[src/rtl/byte_sched_pkg.sv]
// byte_sched_pkg: shared widths, FSM state type and byte-select helper
// for the byte_sched word-to-byte serializer.
package byte_sched_pkg;

    localparam int BYTE_W         = 8;
    localparam int WORD_W         = 64;
    localparam int BYTES_PER_WORD = 8;
    localparam int IDX_W          = 3;

    // Index of the final byte of a word; its handshake ends the transfer.
    localparam logic [IDX_W-1:0] LAST_IDX = 3'(BYTES_PER_WORD - 1);

    typedef enum logic [1:0] {
        IDLE = 2'd0,
        SEND = 2'd1,
        ACK  = 2'd2
    } sched_state_t;

    // Byte idx of a word, byte 0 being the least significant.
    function automatic logic [BYTE_W-1:0] word_byte(input logic [WORD_W-1:0] word,
                                                    input logic [IDX_W-1:0]  idx);
        word_byte = word[{idx, 3'b000} +: BYTE_W];
    endfunction

endpackage

[src/rtl/byte_sched_rr_arb.sv]
// byte_sched_rr_arb: combinational rotating-priority arbiter. Grants the
// first set request at or above the pointer, otherwise wraps to the lowest
// set request. Holds no state; the pointer is owned by the caller.
module byte_sched_rr_arb #(
    parameter int NUM_REQ  = 4,
    parameter int REQ_ID_W = $clog2(NUM_REQ)
) (
    input  logic [NUM_REQ-1:0]  req,
    input  logic [REQ_ID_W-1:0] pointer,
    output logic                any_grant,
    output logic [REQ_ID_W-1:0] grant_idx
);

    logic                w_hi_found;
    logic [REQ_ID_W-1:0] w_hi_idx;
    logic                w_lo_found;
    logic [REQ_ID_W-1:0] w_lo_idx;

    // Two priority scans: lowest request overall, and lowest at/after pointer.
    always_comb begin
        w_hi_found = 1'b0;
        w_hi_idx   = '0;
        w_lo_found = 1'b0;
        w_lo_idx   = '0;
        for (int k = 0; k < NUM_REQ; k++) begin
            if (req[k] && !w_lo_found) begin
                w_lo_found = 1'b1;
                w_lo_idx   = REQ_ID_W'(k);
            end
            if (req[k] && !w_hi_found && (REQ_ID_W'(k) >= pointer)) begin
                w_hi_found = 1'b1;
                w_hi_idx   = REQ_ID_W'(k);
            end
        end
        any_grant = w_lo_found;
        grant_idx = w_hi_found ? w_hi_idx : w_lo_idx;
    end

endmodule

[src/rtl/byte_sched.sv]
// byte_sched: round-robin shares one 64-bit word serializer between
// NUM_REQ requesters. The winner's word leaves LSB byte first on a
// valid/ready byte stream, then the winner gets a one-cycle req_ack.
// Handshake: a byte transfers on a rising clk edge where byte_valid and
// byte_ready are both high; once raised, byte_valid and byte_out stay
// stable until that transfer, and byte_valid never drops inside a word.
// Optional macro BYTE_SCHED_LAST_EN adds byte_last, which flags the
// final byte of each word.
module byte_sched
    import byte_sched_pkg::*;
#(
    parameter  int NUM_REQ  = 4,
    localparam int REQ_ID_W = $clog2(NUM_REQ)
) (
    input  logic                      clk,
    input  logic                      rst_n,
    input  logic [NUM_REQ-1:0]        req,
    input  logic [NUM_REQ*WORD_W-1:0] req_data,
    output logic [NUM_REQ-1:0]        req_ack,
    output logic [BYTE_W-1:0]         byte_out,
    output logic                      byte_valid,
    input  logic                      byte_ready,
    output logic                      busy,
`ifdef BYTE_SCHED_LAST_EN
    output logic                      byte_last,
`endif
    output logic [REQ_ID_W-1:0]       grant_id
);

    sched_state_t        r_state;
    sched_state_t        w_next_state;
    logic [REQ_ID_W-1:0] r_ptr;
    logic [REQ_ID_W-1:0] r_grant_id;
    logic [IDX_W-1:0]    r_idx;
    logic [WORD_W-1:0]   r_word;
    logic [BYTE_W-1:0]   r_byte_out;
    logic                r_byte_valid;

    logic                w_any_grant;
    logic [REQ_ID_W-1:0] w_grant_idx;
    logic [WORD_W-1:0]   w_win_word;
    logic                w_hs;
    logic                w_last_hs;

    byte_sched_rr_arb #(
        .NUM_REQ  (NUM_REQ),
        .REQ_ID_W (REQ_ID_W)
    ) u_arb (
        .req       (req),
        .pointer   (r_ptr),
        .any_grant (w_any_grant),
        .grant_idx (w_grant_idx)
    );

    assign w_hs      = r_byte_valid & byte_ready;
    assign w_last_hs = w_hs && (r_idx == LAST_IDX);

    // Select the winning requester's word from the flat req_data bus.
    always_comb begin
        w_win_word = '0;
        for (int k = 0; k < NUM_REQ; k++) begin
            if (w_grant_idx == REQ_ID_W'(k)) begin
                w_win_word = req_data[k*WORD_W +: WORD_W];
            end
        end
    end

    // FSM state register.
    always_ff @(posedge clk or negedge rst_n) begin
        if (!rst_n) begin
            r_state <= IDLE;
        end else begin
            r_state <= w_next_state;
        end
    end

    // Next state and state-decoded outputs (busy, one-hot ack in ACK).
    always_comb begin
        w_next_state = r_state;
        busy         = 1'b0;
        req_ack      = '0;
        case (r_state)
            IDLE: begin
                if (w_any_grant) begin
                    w_next_state = SEND;
                end
            end
            SEND: begin
                busy = 1'b1;
                if (w_last_hs) begin
                    w_next_state = ACK;
                end
            end
            ACK: begin
                busy = 1'b1;
                for (int k = 0; k < NUM_REQ; k++) begin
                    req_ack[k] = (r_grant_id == REQ_ID_W'(k));
                end
                w_next_state = IDLE;
            end
            default: begin
                w_next_state = IDLE;
            end
        endcase
    end

    // Datapath: latch the winner on grant, step through bytes on handshakes.
    always_ff @(posedge clk or negedge rst_n) begin
        if (!rst_n) begin
            r_ptr        <= '0;
            r_grant_id   <= '0;
            r_idx        <= '0;
            r_word       <= '0;
            r_byte_out   <= '0;
            r_byte_valid <= 1'b0;
        end else begin
            case (r_state)
                IDLE: begin
                    if (w_any_grant) begin
                        r_word       <= w_win_word;
                        r_byte_out   <= word_byte(w_win_word, '0);
                        r_byte_valid <= 1'b1;
                        r_idx        <= '0;
                        r_grant_id   <= w_grant_idx;
                        r_ptr        <= (w_grant_idx == REQ_ID_W'(NUM_REQ - 1)) ?
                                        '0 : w_grant_idx + 1'b1;
                    end
                end
                SEND: begin
                    if (w_last_hs) begin
                        r_byte_valid <= 1'b0;
                        r_byte_out   <= '0;
                        r_idx        <= '0;
                    end else if (w_hs) begin
                        r_idx      <= r_idx + 3'd1;
                        r_byte_out <= word_byte(r_word, r_idx + 3'd1);
                    end
                end
                default: begin
                end
            endcase
        end
    end

    assign byte_out   = r_byte_out;
    assign byte_valid = r_byte_valid;
    assign grant_id   = r_grant_id;

`ifdef BYTE_SCHED_LAST_EN
    assign byte_last = r_byte_valid && (r_idx == LAST_IDX);
`endif

endmodule
[config.mk]
export PLATFORM = sky130hd
export DESIGN_NAME = byte_sched
export DESIGN_NICKNAME = d
export VERILOG_FILES = /design/src/rtl/byte_sched_pkg.sv /design/src/rtl/byte_sched_rr_arb.sv /design/src/rtl/byte_sched.sv
export SDC_FILE = /design/constraint.sdc
export NUM_CORES = 1
export LEC_CHECK = 0
export ABC_AREA = 1
export BUFFER_PORTS_ARGS = -buffer_cell sky130_fd_sc_hd__buf_2
export CAP_MARGIN = 20
export CORE_ASPECT_RATIO = 2
export CORE_MARGIN = 10
export CORE_UTILIZATION = 40
export DETAILED_ROUTE_END_ITERATION = 16
export PLACE_DENSITY = 0.7
export RECOVER_POWER = 100
export SETUP_SLACK_MARGIN = 0.15
export SYNTH_ARGS = -nofsm -noshare
export SYNTH_HDL_FRONTEND = slang
export SYNTH_SLANG_ARGS = --single-unit
[constraint.sdc]
create_clock -name clk -period 2.75 [get_ports clk]
set_clock_uncertainty 0.1 [all_clocks]
set_input_delay 0.275 -clock clk [delete_from_list [all_inputs] [get_ports clk]]
set_output_delay 0.275 -clock clk [all_outputs]
set_load 0.01 [all_outputs]
==> results of run 1 <==
==> cell type report <==
| type | instances | area, um2 |
|---|---|---|
| Timing Repair Buffer | 301 | 1630 |
| Fill cell | 1576 | 6940 |
| Multi-Input combinational cell | 643 | 3260 |
| Antenna cell | 5 | 12.5 |
| Clock inverter | 6 | 113 |
| Tap cell | 195 | 244 |
| Clock buffer | 10 | 239 |
| Inverter | 86 | 328 |
| Sequential cell | 82 | 2050 |
==> path summary, 6_finish.rpt <==
path | end | slack, ns | cells after the start | from
min reg2reg | byte_out[3]$_DFFE_PN0P_ | 0.39 | 2 | byte_out[3]$_DFFE_PN0P_
max in group asynchronous | r_word[34]$_DFFE_PN0P_ | 0.37 | 3 | rst_n
min in group asynchronous | r_word[18]$_DFFE_PN0P_ | 0.55 | 2 | rst_n
max | r_word[22]$_DFFE_PN0P_ | 0.28 | 14 | r_ptr[1]$_DFFE_PN0P_
max reg2reg | r_word[22]$_DFFE_PN0P_ | 0.28 | 14 | r_ptr[1]$_DFFE_PN0P_
min | r_word[63]$_DFFE_PN0P_ | 0.15 | 3 | req_data[255]
==> layout by cell type (no fill, tap or decap), types with 2 or more instances in the layout <==
master     instances
a22oi_2           10
ha_1               7
nand2_1          294
diode_2            5
clkbuf_16         12
a22oi_1           46
nand3_1           57
o21ai_0           12
a21oi_1          121
inv_1             82
clkbuf_4           2
inv_2              2
buf_12             2
ha_2               3
dfrtp_1           82
buf_2            262
o211ai_1          56
buf_4             13
bufinv_16          3
nand2_2            2
o21ai_2            2
clkbuf_1          16
inv_6              2
nor3_1             4
nor2_1            22
==> where the power goes <==
group	internal, mW	leakage (nW)	switching (mW)
clock	0.915	0.173	0.498
combinational	0.267	3.13	0.344
sequential	1.21	0.796	0
==> sequential cells by signal, summed over array words and instances (netlist names) <==
signal,flops
r_state,2
r_idx,3
r_ptr,2
byte_valid,1
byte_out,8
grant_id,2
r_word,64
==> repair_timing <==
item                                   CTS  global route
buffers inserted                         0             1
hold buffers                             1             0
pin swaps                                0             2
endpoints found under the hold margin   38             0
gates resized for setup                  1             6
setup endpoints to repair               15            72
cloned                                   0             3
==> worst register-to-register path, stage by stage (launching register included) <==
cell,delay (ns)
dfrtp_1,0.33
inv_1,0.07
o21ai_0,0.17
nand2_1,0.08
nor2_1,0.13
nand2_1,0.08
nand2_2,0.10
inv_1,0.08
ha_2,0.21
nor2_4,0.26
clkbuf_16,0.30
nand2_1,0.08
nand2_1,0.06
o211ai_1,0.12
a22oi_1,0.20
==> cell families after synthesis <==
group	share of synthesized area, %
AO/OA/AOI/OAI	26.4
adder cells (fa/ha/maj)	2.08
buffers and inverters	11.8
flip-flops	34.1
AND/OR/NAND/NOR	25.7
==> metal layers <==
| layer | part of all wire [%] | track usage (%) | wire length (um) | vias to the layer above |
|---|---|---|---|---|
| li1 | - | - | - | 3431 |
| met1 | 35 | 22.0 | 8830 | 3258 |
| met2 | 58 | 45.7 | 14900 | 191 |
| met3 | 4.0 | 3.79 | 1030 | 39 |
| met4 | 3.0 | 7.44 | 774 | 0 |
| met5 | 0 | 0 | 0 | - |
==> reports/results.txt, run 1 <==
Status - finished clean
Sequential fraction of the synthesis area - 34.1%
Clock sinks - 82
Congestion Overflow GR - 0
Worst Path Required - 2.89 ns
Largest net degree at the start of global routing - 73
Synth cell types - 27
Arrival time worst endpoint - 2.60 ns
Final slew viol count - 0
Max FO, Critical Path - 32
PwrDens - 410 nW/um2
CP max-delay cell - dfrtp_1
Yosys reg bits - 82
Tot GR Track Use - 22.8%
Full die area - 20700 um2
Router iterations before antenna repair - 5
Number of global-route vias before repair - 6854
Crit path max-delay family - simple AND/OR/NAND/NOR gates
Row cnt - 63
Critical path endpoint category - flip-flop
CP Buf/Inv Count - 3
Fmax - 406 MHz
Critical Path Source Type - flip-flop
Setup TNS - 0 ns
Synth cell count leaders - nand2_1, a21oi_1, dfrtp_1, inv_1, nand3_1
Hold Path Class - input pin to flip-flop
Tightest Pin Transition - 1.04 ns
RSZ-0062 raised after global routing - false
Placed Instances - 1302
Die Width - 107 um
DR DRC count - 0
Synthesis warning total - 0
First-pass GRT wire length - 37000 um
Die H - 194 um
Most used DFF post-synth - dfrtp_1
Post-Route WL - 25600 um
Final Total Pwr - 3.23 mW
Routed wire per std cell - 19.3 um
Slowest stage delay, CP - 0.33 ns
Dominant cells by area after synthesis - dfrtp_1, nand2_1, a21oi_1
Pre-CTS setup slack - 0.0808 ns
Clock Tree Root - clkbuf_16
Area grow syn2layout - 30.9%
Synth async-reset ratio - 100%
Fin crit period - 2.47 ns
Post-route ant nets - 0
Fin cells - 1328
GPL Wtd Cong - 0.865
Most frequent cell after synthesis - nand2_1
Leading area contributor after synthesis - dfrtp_1
EDFF count, synth - 0
Worst-path cell chain - inv_1, o21ai_0, nand2_1, nor2_1, nand2_1, nand2_2, inv_1, ha_2, nor2_4, clkbuf_16, nand2_1, nand2_1, o211ai_1, a22oi_1
Number of antenna violations at the first check in global routing - 5
Cell mode on critical path - nand2_1
Placement Cell Area - 7470 um2
Num CTS Buffers - 9
Initial DRC Count - 320
Max rail drop VDD - 0.278 mV
Final setup fails - 0
Core Region - 14800 um2
Vias - 6919
Reg clk slew, reported paths - 0.06 ns
Clock buffer depth - 2
Slew margin rel. - 30.5%
I/O pin cnt - 279
Syn Nets - 1150
Clock Latency Late Sink - 0.33 ns
Post-Synthesis Cells - 877
Netlist Area Pre-Place - 6020 um2
Mean Syn Cell Area - 6.87 um2
Post-DP HPWL - 19500 um
Final period utilization - 89.7%
H-tree depth - 3
Mean number of vias per cell - 5.21
WS Path Type - flip-flop to flip-flop
Top cell type's share of synthesized area - 34.1%
Fin nets - 1396
Fin area - 7880 um2
Layout cell share with drive strength beyond 1 - 28.6%
Starting Density - 40.6%
Post-layout util - 53.2%
Leakage - 4.10 nW
TritonCTS clock tree - yes
WHS - 0.155 ns
Final hold violations - 0
Max Cap Viol - 0
IO Port Bufs - 278
Post-route setup slack - 0.284 ns
No activity file was read; power rests on OpenSTA's default activity.
==> inputs of run 2 (changes only) <==
CTS_BUF_LIST = sky130_fd_sc_hd__clkbuf_2 sky130_fd_sc_hd__clkbuf_4 sky130_fd_sc_hd__clkbuf_8   (was unset)
SETUP_SLACK_MARGIN = 0.5   (was 0.15)
==> run 2 against run 1 <==
Net effect: cell count is 1.3% higher; combinational power grew 27%; non-clock buffer count increased by 18; worst setup slack improved by 0.014 ns.
==> reports/results.txt, run 2 (synthesis results as in run 1) <==
Fin cells - 1345 (+1.3%)
Starting Density - 40.6% (unchanged)
Status - finished clean
Final slew viol count - 0 (unchanged)
Row cnt - 63 (unchanged)
Cell-internal power - 2.19 mW (-8.3%)
Reg clk slew, reported paths - 0.08 ns (+0.02 ns)
Hold Path Class - input pin to flip-flop
Reg with most FFs - r_word
Sequential share of power - 39.1% (+1.8 points)
Clock sinks - 82 (unchanged)
First-pass GRT wire length - 39800 um (+7.6%)
Most common cell after layout, fill and taps aside - buf_2
Fin nets - 1414 (+1.3%)
Fmax - 408 MHz (+0.58%)
Worst Path Required - 2.91 ns (+0.02 ns)
Clock Latency Late Sink - 0.36 ns (+0.03 ns)
Fin area - 8350 um2 (+5.9%)
DR DRC count - 0 (unchanged)
Post-route ant nets - 0 (unchanged)
Leakage - 4.30 nW (+4.8%)
Max Cap Viol - 0 (unchanged)
Switching share of power - 28.9% (+2.8 points)
I/O pin cnt - 279 (unchanged)
TritonCTS clock tree - yes
Final Total Pwr - 3.08 mW (-4.6%)
Max FO, Critical Path - 16 (-50%)
IO Port Bufs - 278 (unchanged)
WS Path Type - flip-flop to flip-flop
Critical path endpoint category - flip-flop
Arrival time worst endpoint - 2.62 ns (+0.02 ns)
Number of global-route vias before repair - 7111 (+3.7%)
Final period utilization - 89.1% (-0.52 points)
Setup TNS - 0 ns (unchanged)
Hold depth - 3 (unchanged)
Post-DP HPWL - 19500 um (unchanged)
Largest net degree at the start of global routing - 71 (-2.7%)
Final hold violations - 0 (unchanged)
Most frequent cells in the layout - buf_2, nand2_1, a21oi_1, dfrtp_1, inv_1
Comb power frac - 25.2% (+6.3 points)
Layout cell share with drive strength beyond 1 - 34.1% (+5.5 points)
WHS - 0.118 ns (-0.0362 ns)
Fin crit period - 2.45 ns (-0.0142 ns)
Clock power share - 35.7% (-8.0 points)
Post-route setup slack - 0.299 ns (+0.0142 ns)
Full die area - 20700 um2 (unchanged)
Num CTS Buffers - 9 (unchanged)
Post-Route WL - 28000 um (+9.5%)
Clock buffer depth - 2 (unchanged)
Slew margin rel. - 26.7% (-3.8 points)
H-tree depth - 3 (unchanged)
Final setup fails - 0 (unchanged)
Placement Cell Area - 7470 um2 (unchanged)
GPL Wtd Cong - 0.865 (unchanged)
Post-layout util - 56.3% (+3.1 points)
PwrDens - 369 nW/um2 (-10%)
Critical Path Source Type - flip-flop
Worst reg2reg path depth - 17 (+3)
Area grow syn2layout - 38.6%
P_sw - 889 uW (+5.6%)
Tot GR Track Use - 24.9% (+2.1 points)
Largest register FFs - 64 (unchanged)
RSZ-0062 raised after global routing - true
Mean number of vias per cell - 5.36 (+2.9%)
Router iterations before antenna repair - 7 (+2)
Vias - 7213 (+4.2%)
Core Region - 14800 um2 (unchanged)
Initial DRC Count - 418 (+31%)
Die H - 194 um (unchanged)
Congestion Overflow GR - 0 (unchanged)
Number of antenna violations at the first check in global routing - 4 (-1)
Routed wire per std cell - 20.8 um (+8.1%)
Tightest Pin Transition - 1.10 ns (+0.0571 ns)
Pre-CTS setup slack - 0.0808 ns (unchanged)
Max rail drop VDD - 0.278 mV (about the same)
Placed Instances - 1302 (unchanged)
Die Width - 107 um (unchanged)
Clock Tree Root - clkbuf_8
[run 2: worst max-delay path, stage by stage, from the launching register on]
cell and delay [ns]:
dfrtp_1 0.40, inv_2 0.07, nand2_2 0.06, nand2_2 0.06, nand2_2 0.05, nand2_1 0.13, nor2_4 0.06, nand2_1 0.08
nand2_2 0.07, buf_6 0.13, ha_4 0.18, nor2_4 0.15, clkbuf_1 0.20, buf_16 0.19, nand2_1 0.06, nand2_1 0.05
o211ai_1 0.10, a22oi_1 0.21
[run 2: power groups by stage]
stage | clock [mW] | combinational (mW) | sequential (mW)
after global placement | 0 | 0.585 | 1.23
after floorplan | 0 | 0.294 | 1.23
after detailed placement | 0 | 0.590 | 1.23
after CTS | 1.12 | 0.701 | 1.20
after global routing | 1.17 | 0.835 | 1.20
final | 1.10 | 0.776 | 1.20
[run 2: routing by layer]
| layer | GRT usage (%) | wire [um] | vias up |
|---|---|---|---|
| met5 | 0 | 0 | - |
| met4 | 8.80 | 1120 | 0 |
| met3 | 3.70 | 1270 | 65 |
| met2 | 49.2 | 16200 | 260 |
| met1 | 24.6 | 9430 | 3426 |
| li1 | - | - | 3462 |
[run 2: area by class of cell]
type	instances	area, um2
Inverter	86	342
Clock buffer	10	138
Tap cell	195	244
Multi-Input combinational cell	643	3470
Sequential cell	82	2050
Antenna cell	4	10.0
Clock inverter	6	113
Timing Repair Buffer	319	1980
Fill cell	1517	6470
[run 2: worst paths after layout]
check / start / to / slack, ns
worst min-delay path: req_data[225] / r_word[33]$_DFFE_PN0P_ / 0.12
max in group asynchronous: rst_n / r_word[34]$_DFFE_PN0P_ / 1.17
worst max register to register: r_ptr[0]$_DFFE_PN0P_ / r_word[22]$_DFFE_PN0P_ / 0.30
worst min register to register: r_idx[1]$_DFFE_PN0P_ / r_idx[1]$_DFFE_PN0P_ / 0.39
min in group asynchronous: rst_n / r_word[9]$_DFFE_PN0P_ / 0.55
worst max-delay path: r_ptr[0]$_DFFE_PN0P_ / r_word[22]$_DFFE_PN0P_ / 0.30
[run 2: what timing repair did]
| item | in CTS | in global routing |
|---|---|---|
| setup endpoints to repair | 72 | 72 |
| pin swaps | 5 | 20 |
| gates resized for setup | 27 | 71 |
| buffers inserted | 7 | 4 |
| hold buffers | 1 | 0 |
| gates cloned | 8 | 3 |
| hold endpoints to repair | 38 | 0 |
==> inputs of run 3 (changes only) <==
clock period = 2.65 ns   (was 2.75 ns; I/O delays follow)
==> run 3 against run 2 <==
Net effect: worst setup slack worse by 0.027 ns; count of clock-buffer cells in the layout is 1 lower; hold slack got worse by 0.024 ns; die area unchanged; flip-flop and latch count unchanged; non-clock buffer count up 3.
==> reports/results.txt, run 3 (synthesis results as in run 1) <==
Status - finished clean
Most frequent cells in the layout - buf_2, nand2_1, a21oi_1, dfrtp_1, inv_1
Final hold violations - 0 (unchanged)
H-tree depth - 3 (unchanged)
Placement Cell Area - 7520 um2 (+0.64%)
IO Port Bufs - 278 (unchanged)
GPL Wtd Cong - 0.877 (+1.4%)
PwrDens - 352 nW/um2 (-4.5%)
Setup TNS - 0 ns (unchanged)
WS Path Type - flip-flop to flip-flop
Final slew viol count - 0 (unchanged)
Leakage - 4.39 nW (+2.1%)
Die H - 194 um (unchanged)
Routed wire per std cell - 19.8 um (-5.1%)
DR DRC count - 0 (unchanged)
Post-layout util - 56.7% (+0.32 points)
Worst R2R Setup Slack - 0.27 ns (-0.03 ns)
Layout cell share with drive strength beyond 1 - 36.4% (+2.3 points)
Hold path start - req_data[203]
Tightest Pin Transition - 1.13 ns (+0.0291 ns)
Reg clk slew, reported paths - 0.08 ns (about the same)
Max rail drop VDD - 0.275 mV (-1.1%)
Pre-CTS setup slack - 0.255 ns (+0.174 ns)
Mean number of vias per cell - 5.33 (-0.63%)
Final setup fails - 0 (unchanged)
Worst-path cell chain - inv_2, nand2_2, nand2_2, nand2_2, nand2_2, nor2_2, nand2_1, nand2_1, buf_6, ha_4, nor2_4, buf_6, buf_12, buf_12, nand2_2, nand2_2, o211ai_1, a22oi_1
Critical path endpoint category - flip-flop
RSZ-0062 raised after global routing - true
Cell mode on critical path - nand2_2
Critical Path Source Type - flip-flop
Max FO, Critical Path - 6 (-10)
Hold depth - 3 (unchanged)
Post-route setup slack - 0.272 ns (-0.0266 ns)
Arrival time worst endpoint - 2.55 ns (-0.07 ns)
Clock sinks - 82 (unchanged)
Core Region - 14800 um2 (unchanged)
CP max-delay cell - dfrtp_1
Max Cap Viol - 0 (unchanged)
First-pass GRT wire length - 38900 um (-2.4%)
Hold Path Class - input pin to flip-flop
Area grow syn2layout - 39.4%
Final period utilization - 89.7% (+0.59 points)
Number of global-route vias before repair - 7215 (+1.5%)
Worst Path Required - 2.82 ns (-0.09 ns)
Slowest stage delay, CP - 0.39 ns (about the same)
Die Width - 107 um (unchanged)
Post-DP HPWL - 20000 um (+2.6%)
Router iterations before antenna repair - 5 (-2)
Starting Density - 40.6% (unchanged)
I/O pin cnt - 279 (unchanged)
Largest register FFs - 64 (unchanged)
Number of antenna violations at the first check in global routing - 5 (+1)
Congestion Overflow GR - 0 (unchanged)
Full die area - 20700 um2 (unchanged)
Post-route ant nets - 0 (unchanged)
Clock buffer depth - 2 (unchanged)
Fin crit period - 2.38 ns (-0.0734 ns)
Worst reg2reg path depth - 18 (+1)
Clock Tree Root - clkbuf_8
Slew margin rel. - 24.8% (-1.9 points)
Tot GR Track Use - 24.0% (-0.91 points)
Post-Route WL - 26600 um (-4.8%)
Fin area - 8400 um2 (+0.57%)
Final Total Pwr - 2.96 mW (-4.0%)
Initial DRC Count - 358 (-14%)
Reg with most FFs - r_word
Largest net degree at the start of global routing - 53 (-25%)
TritonCTS clock tree - yes
Fin nets - 1417 (+0.21%)
RR Startpoint - r_ptr[0]$_DFFE_PN0P_
Most common cell after layout, fill and taps aside - buf_2
Capture point of the worst reg-to-reg path - r_word[50]$_DFFE_PN0P_
Num CTS Buffers - 9 (unchanged)
Hold Path End - r_word[11]$_DFFE_PN0P_
Clock Latency Late Sink - 0.36 ns (about the same)
Vias - 7189 (-0.33%)
Fmax - 421 MHz (+3.1%)
Row cnt - 63 (unchanged)
run 3: worst max path at each step:
stage / start / slack [ns] / cells after the start / to
after floorplan: r_ptr[0]$_DFFE_PN0P_ / 0.52 / 20 / byte_out[3]$_DFFE_PN0P_
after global placement: req[0] / 0.27 / 20 / byte_out[2]$_DFFE_PN0P_
after detailed placement: req[0] / 0.25 / 20 / byte_out[2]$_DFFE_PN0P_
after CTS: r_ptr[0]$_DFFE_PN0P_ / 0.37 / 18 / r_word[59]$_DFFE_PN0P_
after global routing: r_ptr[0]$_DFFE_PN0P_ / 0.06 / 21 / byte_out[5]$_DFFE_PN0P_
final: r_ptr[0]$_DFFE_PN0P_ / 0.27 / 18 / r_word[50]$_DFFE_PN0P_
run 3: repair_timing:
action	in CTS	in global routing
endpoints found under the setup margin	72	72
cloned	3	3
setup buffers	11	2
pin swaps	8	42
hold buffers	1	0
hold endpoints to repair	38	0
gates resized for setup	30	98
run 3: power breakdown:
part	internal [mW]	leakage (nW)	total (mW)	switching [mW]
registers	1.25	0.796	1.25	0
logic	0.346	3.49	0.765	0.419
clock network	0.444	0.104	0.942	0.498
total	2.04	4.39	2.96	0.917
run 3: stage by stage:
| step | std cells | hold WS (ns) |
|---|---|---|
| 2_1_floorplan | 877 | -0.131 |
| 3_3_place_gp | 1308 | 0.192 |
| 3_5_place_dp | 1308 | 0.190 |
| 4_1_cts | 1339 | 0.0980 |
| 5_1_grt | 1349 | 0.0884 |
| 6_report | 1349 | 0.0945 |
run 3: metal layers:
| layer | vias to the layer above | wire [um] | track usage (%) | share of wire (%) |
|---|---|---|---|---|
| met2 | 263 | 15100 | 45.3 | 57 |
| li1 | 3463 | - | - | - |
| met3 | 67 | 1250 | 4.16 | 4.7 |
| met1 | 3396 | 9090 | 23.9 | 34 |
| met5 | - | 0 | 0 | 0 |
| met4 | 0 | 1190 | 11.7 | 4.5 |
run 3: worst max-delay path: cells and delay by family (launching register included):
kind	cells	cell delay, ns
flops	1	0.39
simple gates	10	0.72
buf+inv	5	0.61
fa+ha+maj	1	0.16
compound gates	2	0.29
run 3: cell type report:
type | instances | area, um2
inverter | 86 | 325
tap | 195 | 244
antenna | 5 | 12.5
clock inverter | 7 | 75.1
fill | 1511 | 6420
multi-input combinational | 643 | 3590
timing repair buffer | 322 | 1980
sequential | 82 | 2050
clock buffer | 9 | 124
